[src/rtl/cu_pkg.sv]
// Shared types and constants for the music calculator control unit.
package cu_pkg;

    // Operator key codes as delivered by the keypad scanner.
    localparam logic [2:0] OP_CLR  = 3'd0;
    localparam logic [2:0] OP_ADD  = 3'd1;
    localparam logic [2:0] OP_SUB  = 3'd2;
    localparam logic [2:0] OP_CMP  = 3'd3;
    localparam logic [2:0] OP_LOAD = 3'd4;

    // One BCD digit.
    typedef logic [3:0] bcd_digit_t;

    // Four BCD digits; index 3 is thousands and index 0 is units.
    typedef bcd_digit_t [3:0] bcd4_t;

    // Signed-magnitude accumulator value.
    typedef struct packed {
        logic  neg;
        bcd4_t mag;
    } smag_t;

    // Which value the display digits currently reflect.
    typedef enum logic {
        DISP_ENTRY  = 1'b0,
        DISP_RESULT = 1'b1
    } disp_sel_t;

    localparam bcd4_t BCD_ZERO = '0;

    // Shift a 4-digit BCD value left by one digit and insert a new units digit.
    function automatic bcd4_t bcdShiftIn(input bcd4_t value, input bcd_digit_t digit);
        bcd4_t result;
        result[3] = value[2];
        result[2] = value[1];
        result[1] = value[0];
        result[0] = digit;
        return result;
    endfunction

endpackage

[src/rtl/cu_bcd4_addsub.sv]
// Four-digit BCD magnitude adder/subtractor.
// Subtraction always returns |X-Y|; the borrow flag tells the caller that X<Y.
module bcd4_addsub
    import cu_pkg::*;
(
    input  bcd4_t i_x,
    input  bcd4_t i_y,
    input  logic  i_mode,
    output bcd4_t o_mag,
    output logic  o_carry,
    output logic  o_borrow
);

    // Ripple BCD add; returns {carry, sum mod 10000}.
    function automatic logic [16:0] addDigits(input bcd4_t a, input bcd4_t b);
        logic       c;
        logic [4:0] s;
        bcd4_t      r;
        c = 1'b0;
        r = '0;
        for (int i = 0; i < 4; i++) begin
            s = {1'b0, a[i]} + {1'b0, b[i]} + {4'b0000, c};
            if (s > 5'd9) begin
                r[i] = 4'(s - 5'd10);
                c    = 1'b1;
            end else begin
                r[i] = s[3:0];
                c    = 1'b0;
            end
        end
        return {c, r};
    endfunction

    // Ripple BCD subtract a-b; returns {borrow, ten's-complement difference}.
    // Adding ten up front keeps every intermediate non-negative.
    function automatic logic [16:0] subDigits(input bcd4_t a, input bcd4_t b);
        logic       c;
        logic [4:0] t;
        bcd4_t      r;
        c = 1'b0;
        r = '0;
        for (int i = 0; i < 4; i++) begin
            t = {1'b0, a[i]} + 5'd10 - {1'b0, b[i]} - {4'b0000, c};
            if (t >= 5'd10) begin
                r[i] = 4'(t - 5'd10);
                c    = 1'b0;
            end else begin
                r[i] = t[3:0];
                c    = 1'b1;
            end
        end
        return {c, r};
    endfunction

    logic [16:0] w_add;
    logic [16:0] w_subXY;
    logic [16:0] w_subYX;

    assign w_add   = addDigits(i_x, i_y);
    assign w_subXY = subDigits(i_x, i_y);
    assign w_subYX = subDigits(i_y, i_x);

    // Pick the sum or the correctly oriented difference.
    always_comb begin
        o_mag    = w_add[15:0];
        o_carry  = 1'b0;
        o_borrow = 1'b0;
        if (i_mode) begin
            o_borrow = w_subXY[16];
            o_mag    = w_subXY[16] ? w_subYX[15:0] : w_subXY[15:0];
        end else begin
            o_carry  = w_add[16];
        end
    end

endmodule

[src/rtl/cu.sv]
// Control unit of the music calculator: key edge detection, entry buffer,
// signed accumulator and registered display/flag outputs.
module cu
    import cu_pkg::*;
(
    input  logic       clk,
    input  logic       reset,
    input  logic [3:0] num,
    input  logic       numPressed,
    input  logic [2:0] opt,
    input  logic       optPressed,
    input  logic       submit,
    output logic [3:0] num1,
    output logic [3:0] num2,
    output logic [3:0] num3,
    output logic [3:0] num4,
    output logic       sign,
    output logic       clcCo,
    output logic       clcZero,
    output logic       cmpSign
);

    logic      r_numPrev, r_optPrev, r_subPrev;
    logic      r_numArmed, r_optArmed, r_subArmed;
    bcd4_t     r_entry;
    logic [2:0] r_count;
    smag_t     r_acc;
    logic [2:0] r_pendOp;
    disp_sel_t r_dispSel;
    bcd4_t     r_disp;
    logic      r_sign, r_clcCo, r_clcZero, r_cmpSign;

    logic      w_subEvt, w_optEvt, w_numEvt;
    logic      w_auMode, w_auSwap;
    bcd4_t     w_auX, w_auY, w_auMag;
    logic      w_auCarry, w_auBorrow;
    logic      w_arithNeg, w_arithZero, w_arithCo;
    logic      w_cmpLt, w_cmpEq;
    bcd4_t     w_entryNext;
    logic      w_digitAccept;

    // Sample key levels; a key is armed only once it has been seen low, so a
    // key held through reset must be released before it can fire.
    always_ff @(posedge clk or posedge reset) begin
        if (reset) begin
            r_numPrev  <= 1'b0;
            r_optPrev  <= 1'b0;
            r_subPrev  <= 1'b0;
            r_numArmed <= 1'b0;
            r_optArmed <= 1'b0;
            r_subArmed <= 1'b0;
        end else begin
            r_numPrev  <= numPressed;
            r_optPrev  <= optPressed;
            r_subPrev  <= submit;
            r_numArmed <= r_numArmed | ~numPressed;
            r_optArmed <= r_optArmed | ~optPressed;
            r_subArmed <= r_subArmed | ~submit;
        end
    end

    assign w_subEvt = submit     & ~r_subPrev & r_subArmed;
    assign w_optEvt = optPressed & ~r_optPrev & r_optArmed & ~w_subEvt;
    assign w_numEvt = numPressed & ~r_numPrev & r_numArmed & ~w_subEvt & ~w_optEvt;

    // Map the pending operator and accumulator sign onto one magnitude add or
    // subtract; E-A needs the operands swapped.
    always_comb begin
        w_auMode = ((r_pendOp == OP_ADD) &&  r_acc.neg) ||
                   ((r_pendOp == OP_SUB) && !r_acc.neg);
        w_auSwap = (r_pendOp == OP_ADD) && r_acc.neg;
        w_auX    = w_auSwap ? r_entry   : r_acc.mag;
        w_auY    = w_auSwap ? r_acc.mag : r_entry;
    end

    bcd4_addsub u_addsub (
        .i_x      (w_auX),
        .i_y      (w_auY),
        .i_mode   (w_auMode),
        .o_mag    (w_auMag),
        .o_carry  (w_auCarry),
        .o_borrow (w_auBorrow)
    );

    // Result sign: a subtract is negative on borrow, an add is negative only
    // for -(A+E), which arises from SUB with a negative accumulator.
    always_comb begin
        w_arithNeg  = w_auMode ? w_auBorrow : (r_pendOp == OP_SUB);
        w_arithZero = (w_auMag == BCD_ZERO);
        w_arithCo   = w_auMode ? 1'b0 : w_auCarry;
    end

    // Signed compare of the accumulator against the non-negative entry.
    // BCD digits order the same as binary, so plain unsigned compares work.
    always_comb begin
        if (r_acc.neg) begin
            w_cmpLt = (r_acc.mag != BCD_ZERO) || (r_entry != BCD_ZERO);
            w_cmpEq = (r_acc.mag == BCD_ZERO) && (r_entry == BCD_ZERO);
        end else begin
            w_cmpLt = (r_acc.mag <  r_entry);
            w_cmpEq = (r_acc.mag == r_entry);
        end
    end

    // Entry after a digit key: restart when a result is on display, otherwise
    // shift in while there is room.
    always_comb begin
        w_digitAccept = 1'b0;
        w_entryNext   = r_entry;
        if (r_dispSel == DISP_RESULT) begin
            w_digitAccept = 1'b1;
            w_entryNext   = bcdShiftIn(BCD_ZERO, num);
        end else if (r_count < 3'd4) begin
            w_digitAccept = 1'b1;
            w_entryNext   = bcdShiftIn(r_entry, num);
        end
    end

    // Key handling: submit beats opt beats digit; only the winner updates state.
    always_ff @(posedge clk or posedge reset) begin
        if (reset) begin
            r_entry   <= BCD_ZERO;
            r_count   <= 3'd0;
            r_acc     <= '0;
            r_pendOp  <= OP_ADD;
            r_dispSel <= DISP_ENTRY;
            r_disp    <= BCD_ZERO;
            r_sign    <= 1'b0;
            r_clcCo   <= 1'b0;
            r_clcZero <= 1'b0;
            r_cmpSign <= 1'b0;
        end else if (w_subEvt) begin
            r_count   <= 3'd0;
            r_dispSel <= DISP_RESULT;
            case (r_pendOp)
                OP_ADD, OP_SUB: begin
                    r_acc.neg <= w_arithNeg & ~w_arithZero;
                    r_acc.mag <= w_auMag;
                    r_disp    <= w_auMag;
                    r_sign    <= w_arithNeg & ~w_arithZero;
                    r_clcCo   <= w_arithCo;
                    r_clcZero <= w_arithZero;
                end
                OP_LOAD: begin
                    r_acc.neg <= 1'b0;
                    r_acc.mag <= r_entry;
                    r_disp    <= r_entry;
                    r_sign    <= 1'b0;
                    r_clcCo   <= 1'b0;
                    r_clcZero <= (r_entry == BCD_ZERO);
                end
                OP_CMP: begin
                    r_disp    <= r_acc.mag;
                    r_sign    <= r_acc.neg;
                    r_cmpSign <= w_cmpLt;
                    r_clcZero <= w_cmpEq;
                end
                default: begin
                end
            endcase
        end else if (w_optEvt) begin
            if (opt == OP_CLR) begin
                r_entry   <= BCD_ZERO;
                r_count   <= 3'd0;
                r_acc     <= '0;
                r_pendOp  <= OP_ADD;
                r_dispSel <= DISP_ENTRY;
                r_disp    <= BCD_ZERO;
                r_sign    <= 1'b0;
                r_clcCo   <= 1'b0;
                r_clcZero <= 1'b0;
                r_cmpSign <= 1'b0;
            end else if (opt <= OP_LOAD) begin
                r_pendOp  <= opt;
                r_entry   <= BCD_ZERO;
                r_count   <= 3'd0;
                r_dispSel <= DISP_ENTRY;
                r_disp    <= BCD_ZERO;
                r_sign    <= 1'b0;
            end
        end else if (w_numEvt && (num <= 4'd9) && w_digitAccept) begin
            r_entry   <= w_entryNext;
            r_count   <= (r_dispSel == DISP_RESULT) ? 3'd1 : 3'(r_count + 3'd1);
            r_dispSel <= DISP_ENTRY;
            r_disp    <= w_entryNext;
            r_sign    <= 1'b0;
        end
    end

    assign num1    = r_disp[3];
    assign num2    = r_disp[2];
    assign num3    = r_disp[1];
    assign num4    = r_disp[0];
    assign sign    = r_sign;
    assign clcCo   = r_clcCo;
    assign clcZero = r_clcZero;
    assign cmpSign = r_cmpSign;

endmodule

[config.mk]
export PLATFORM = sky130hd
export DESIGN_NAME = cu
export DESIGN_NICKNAME = d
export VERILOG_FILES = /design/src/rtl/cu_pkg.sv /design/src/rtl/cu_bcd4_addsub.sv /design/src/rtl/cu.sv
export SDC_FILE = /design/constraint.sdc
export NUM_CORES = 1
export LEC_CHECK = 0
export ABC_CLOCK_PERIOD_IN_PS = 12380
export CAP_MARGIN = 20
export CELL_PAD_IN_SITES_DETAIL_PLACEMENT = 0
export CELL_PAD_IN_SITES_GLOBAL_PLACEMENT = 1
export CORE_MARGIN = 8
export CORE_UTILIZATION = 30
export CTS_BUF_LIST = sky130_fd_sc_hd__clkbuf_16
export DETAILED_ROUTE_END_ITERATION = 10
export PLACE_DENSITY_LB_ADDON = 0.1
export SLEW_MARGIN = 20
export SYNTH_ARGS = -nofsm -noshare
export SYNTH_HDL_FRONTEND = slang
export SYNTH_SLANG_ARGS = --single-unit
[constraint.sdc]
create_clock -name clk -period 12.38 [get_ports clk]
set_clock_uncertainty 0.15 [all_clocks]
set_input_delay 2.476 -clock clk [delete_from_list [all_inputs] [get_ports clk]]
set_output_delay 2.476 -clock clk [all_outputs]
set_load 0.01 [all_outputs]
==> results.yml <==
global_route:
  antenna_found_initial: 0
  grt_pass1_wl_um: 38320
  grt_overflow_total: 0
  gr-usage-all-layers: 0.1733
  grt_pass1_vias: 6364
  grt.met2_usage: 0.2787
  use_met3: 0.02166
  grt_start_max_net_pins: 67
  grt.busiest_layer: "met2"
  met1_usage: 0.2466
sta:
  period_share: 0.8436
  setup_viol: 0
  hold_viol_final: 0
  period_minus_slack_ps: 10440
  rsz0062_at_grt: "false"
  slew_viol_final: 0
  max_clock_freq_mhz: 95.75
  slew_headroom: 0.2668
  fin_setup_tns_ps: 0
  worst_pin_slew_ps: 1097
layout:
  fillers: 2483
  layout.nets: 966
  drive_above_1_share: 0.04850
  area_growth_pct: 12.06
  finalInstanceArea_um2: 7871
  fin_cells: 1185
  n_antenna_cell: 0
yosys:
  synthCells: 851
  syn_area_per_cell_um2: 8.254
  synth_cell_types: 69
  ys_ff_latch: 66
  seq_area_frac_synth: 0.2353
  synth_edf_count: 0
  yosys-top-cells-area: "dfrtp_1, ha_1, fa_1"
  synthXorXnorAreaFrac: 0.03616
  synth-compound-area-share: 0.2278
  synth_nets: 955
  synth_top_family_by_area: "compound AO/OA/AOI/OAI gates"
  synth-simple-area-share: 0.1719
  ys.flop_type: "dfrtp_1"
  async_flop_share: 1.000
  synth_area_leader_cell: "dfrtp_1"
  synthMuxAreaShare: 0.05736
  syn_area_um2: 7024
  yosys_warnings: 0
  yosys.area_share.adder: 0.1927
  yosysTopAreaCellShare: 0.2316
  synthTopCellsByCount: "inv_1, nand2_1, nor2_1, dfrtp_1, ha_1"
  synth.most_common_cell: "inv_1"
placed_design:
  gp_congestion: 0.8811
  dpl_cell_area_um2: 7610
  place.port_buffers: 31
  hpwl_um: 19550
  dpl.cell_count: 1170
setup_path:
  critPathMaxFanout: 35
  cp.required_ps: 12470
  timing.rr.end: "num1[2]"
  critPathKind: "register to register"
  start_kind: "register"
  crit-reg2reg-launch: "r_pendOp[2]"
  cp-startpoint: "r_pendOp[2]"
  cp.arrival_ps: 10540
  worstRegToRegCells: 39
  slowest_stage: "dfrtp_1"
  rrSetupSlack_ps: 1940
  cp-endpoint: "num1[2]"
  endpoint_kind: "register"
  crit_path_max_incr_delay_ps: 540
clocking:
  cts_root_buf: "clkbuf_16"
  cts_buffer_depth: 2
  hold_buffers: 0
  ctsHtreeMaxLevel: 3
  cts_tree: "built"
  cts_made_buffers: 9
  clkLatencyLatePin_ps: 330
  clock_sinks: 66
  clkTransAtPathRegs_ps: 60
  cts_setup_buffers: 0
  cts_resized: 0
run:
  drv_cap: 0
route:
  drtAntennaViolNets: 0
  drtIter0Drc: 471
  wl_per_cell_um: 20.56
  vias_per_cell: 5.307
  num_vias: 6289
  routed_wl_um: 24370
  drcViolationCount: 0
  first_pass_iters: 5
worst_hold_path:
  hold_class: "register to register"
  holdCritStartpoint: "r_subArmed"
floorplanning:
  die-area_um2: 28570
  die_h_um: 169.0
  start_util: 0.3020
  rows: 56
  core_area_um2: 23260
  die_x_um: 169.0
  io_pins: 32
run_status:
  status: "finished clean"
==> critical path, delay by kind of cell, from the launching register on <==
family	cells	cell delay, ps
fa+ha+maj	11	3720
compound gates	11	2480
xor+xnor	4	1240
mux	3	1000
buf+inv	7	880
flops	1	540
simple gates	3	300
==> kinds of logic after synthesis <==
kind of cell | Yosys count
and+or+nand+nor | 248
AOI/OAI and AO/OA | 242
buffers and inverters | 135
adders and majority gates | 92
xor gates and xnor gates | 29
DFF | 66
muxes | 39
==> worst min-delay path by stage <==
stage                 end  slack (ps)  cells after the start
2_1_floorplan  r_numArmed         280                      1
3_3_place_gp   r_subArmed         300                      1
3_5_place_dp   r_numArmed         300                      1
4_1_cts        r_numArmed         320                      1
5_1_grt        r_optArmed         340                      1
6_report       r_subArmed         320                      1
==> cell usage in the layout, fill, tap and decap left out, drive strengths merged, types with 5 or more instances in the layout <==
master,instances
inv,97
nand2,76
nor2,72
o21ai,67
ha,65
dfrtp,65
a21oi,54
mux2i,35
clkdlybuf4s50,31
fa,27
a21o,24
xnor2,21
nor3,20
nor2b,13
nand3,11
a22oi,11
a22o,11
o21bai,10
nand4,10
a221oi,10
clkbuf,9
xor2,8
nand2b,8
buf,8
nor4,8
and2,7
o211ai,6
o22ai,6
a211oi,6
or3,5
==> metrics by stage <==
stage,hold slack (ps),utilization,worst slack [ps]
2_1_floorplan,284.3,-,3052
3_3_place_gp,299.1,0.3269,2060
3_5_place_dp,302.2,0.3271,1945
4_1_cts,320.3,0.3384,1898
5_1_grt,342.6,0.3384,1145
6_report,315.4,0.3384,1936
==> registers in the layout, indices dropped and copies added, names as in the netlist <==
signal	cells
num2	4
sign	1
clcZero	1
r_optPrev	1
r_numArmed	1
num1	4
num3	4
clcCo	1
r_acc	17
r_subPrev	1
r_subArmed	1
r_pendOp	3
r_count	3
num4	4
r_entry	16
r_optArmed	1
cmpSign	1
r_numPrev	1
r_dispSel	1
==> area by class of cell <==
type                    count  area, um^2  share of cell area
well taps                 319       399.1             0.05071
repair buffers             39       370.4             0.04705
clock buffers               9       225.2             0.02861
inverters                  96       360.3             0.04578
multi-input cells         650        4827              0.6133
clock inverters             6       36.28            0.004610
flip-flops and latches     66        1653              0.2100
==> metal layers <==
metal | up-vias | part of all wire
li1 | 2994 | -
met1 | 3139 | 0.50
met2 | 142 | 0.46
met3 | 14 | 0.038
met4 | 0 | 0.0082
met5 | - | 0
Power is not shown: default switching activity piles up to over one toggle a cycle in this logic, so the estimate is an artifact.
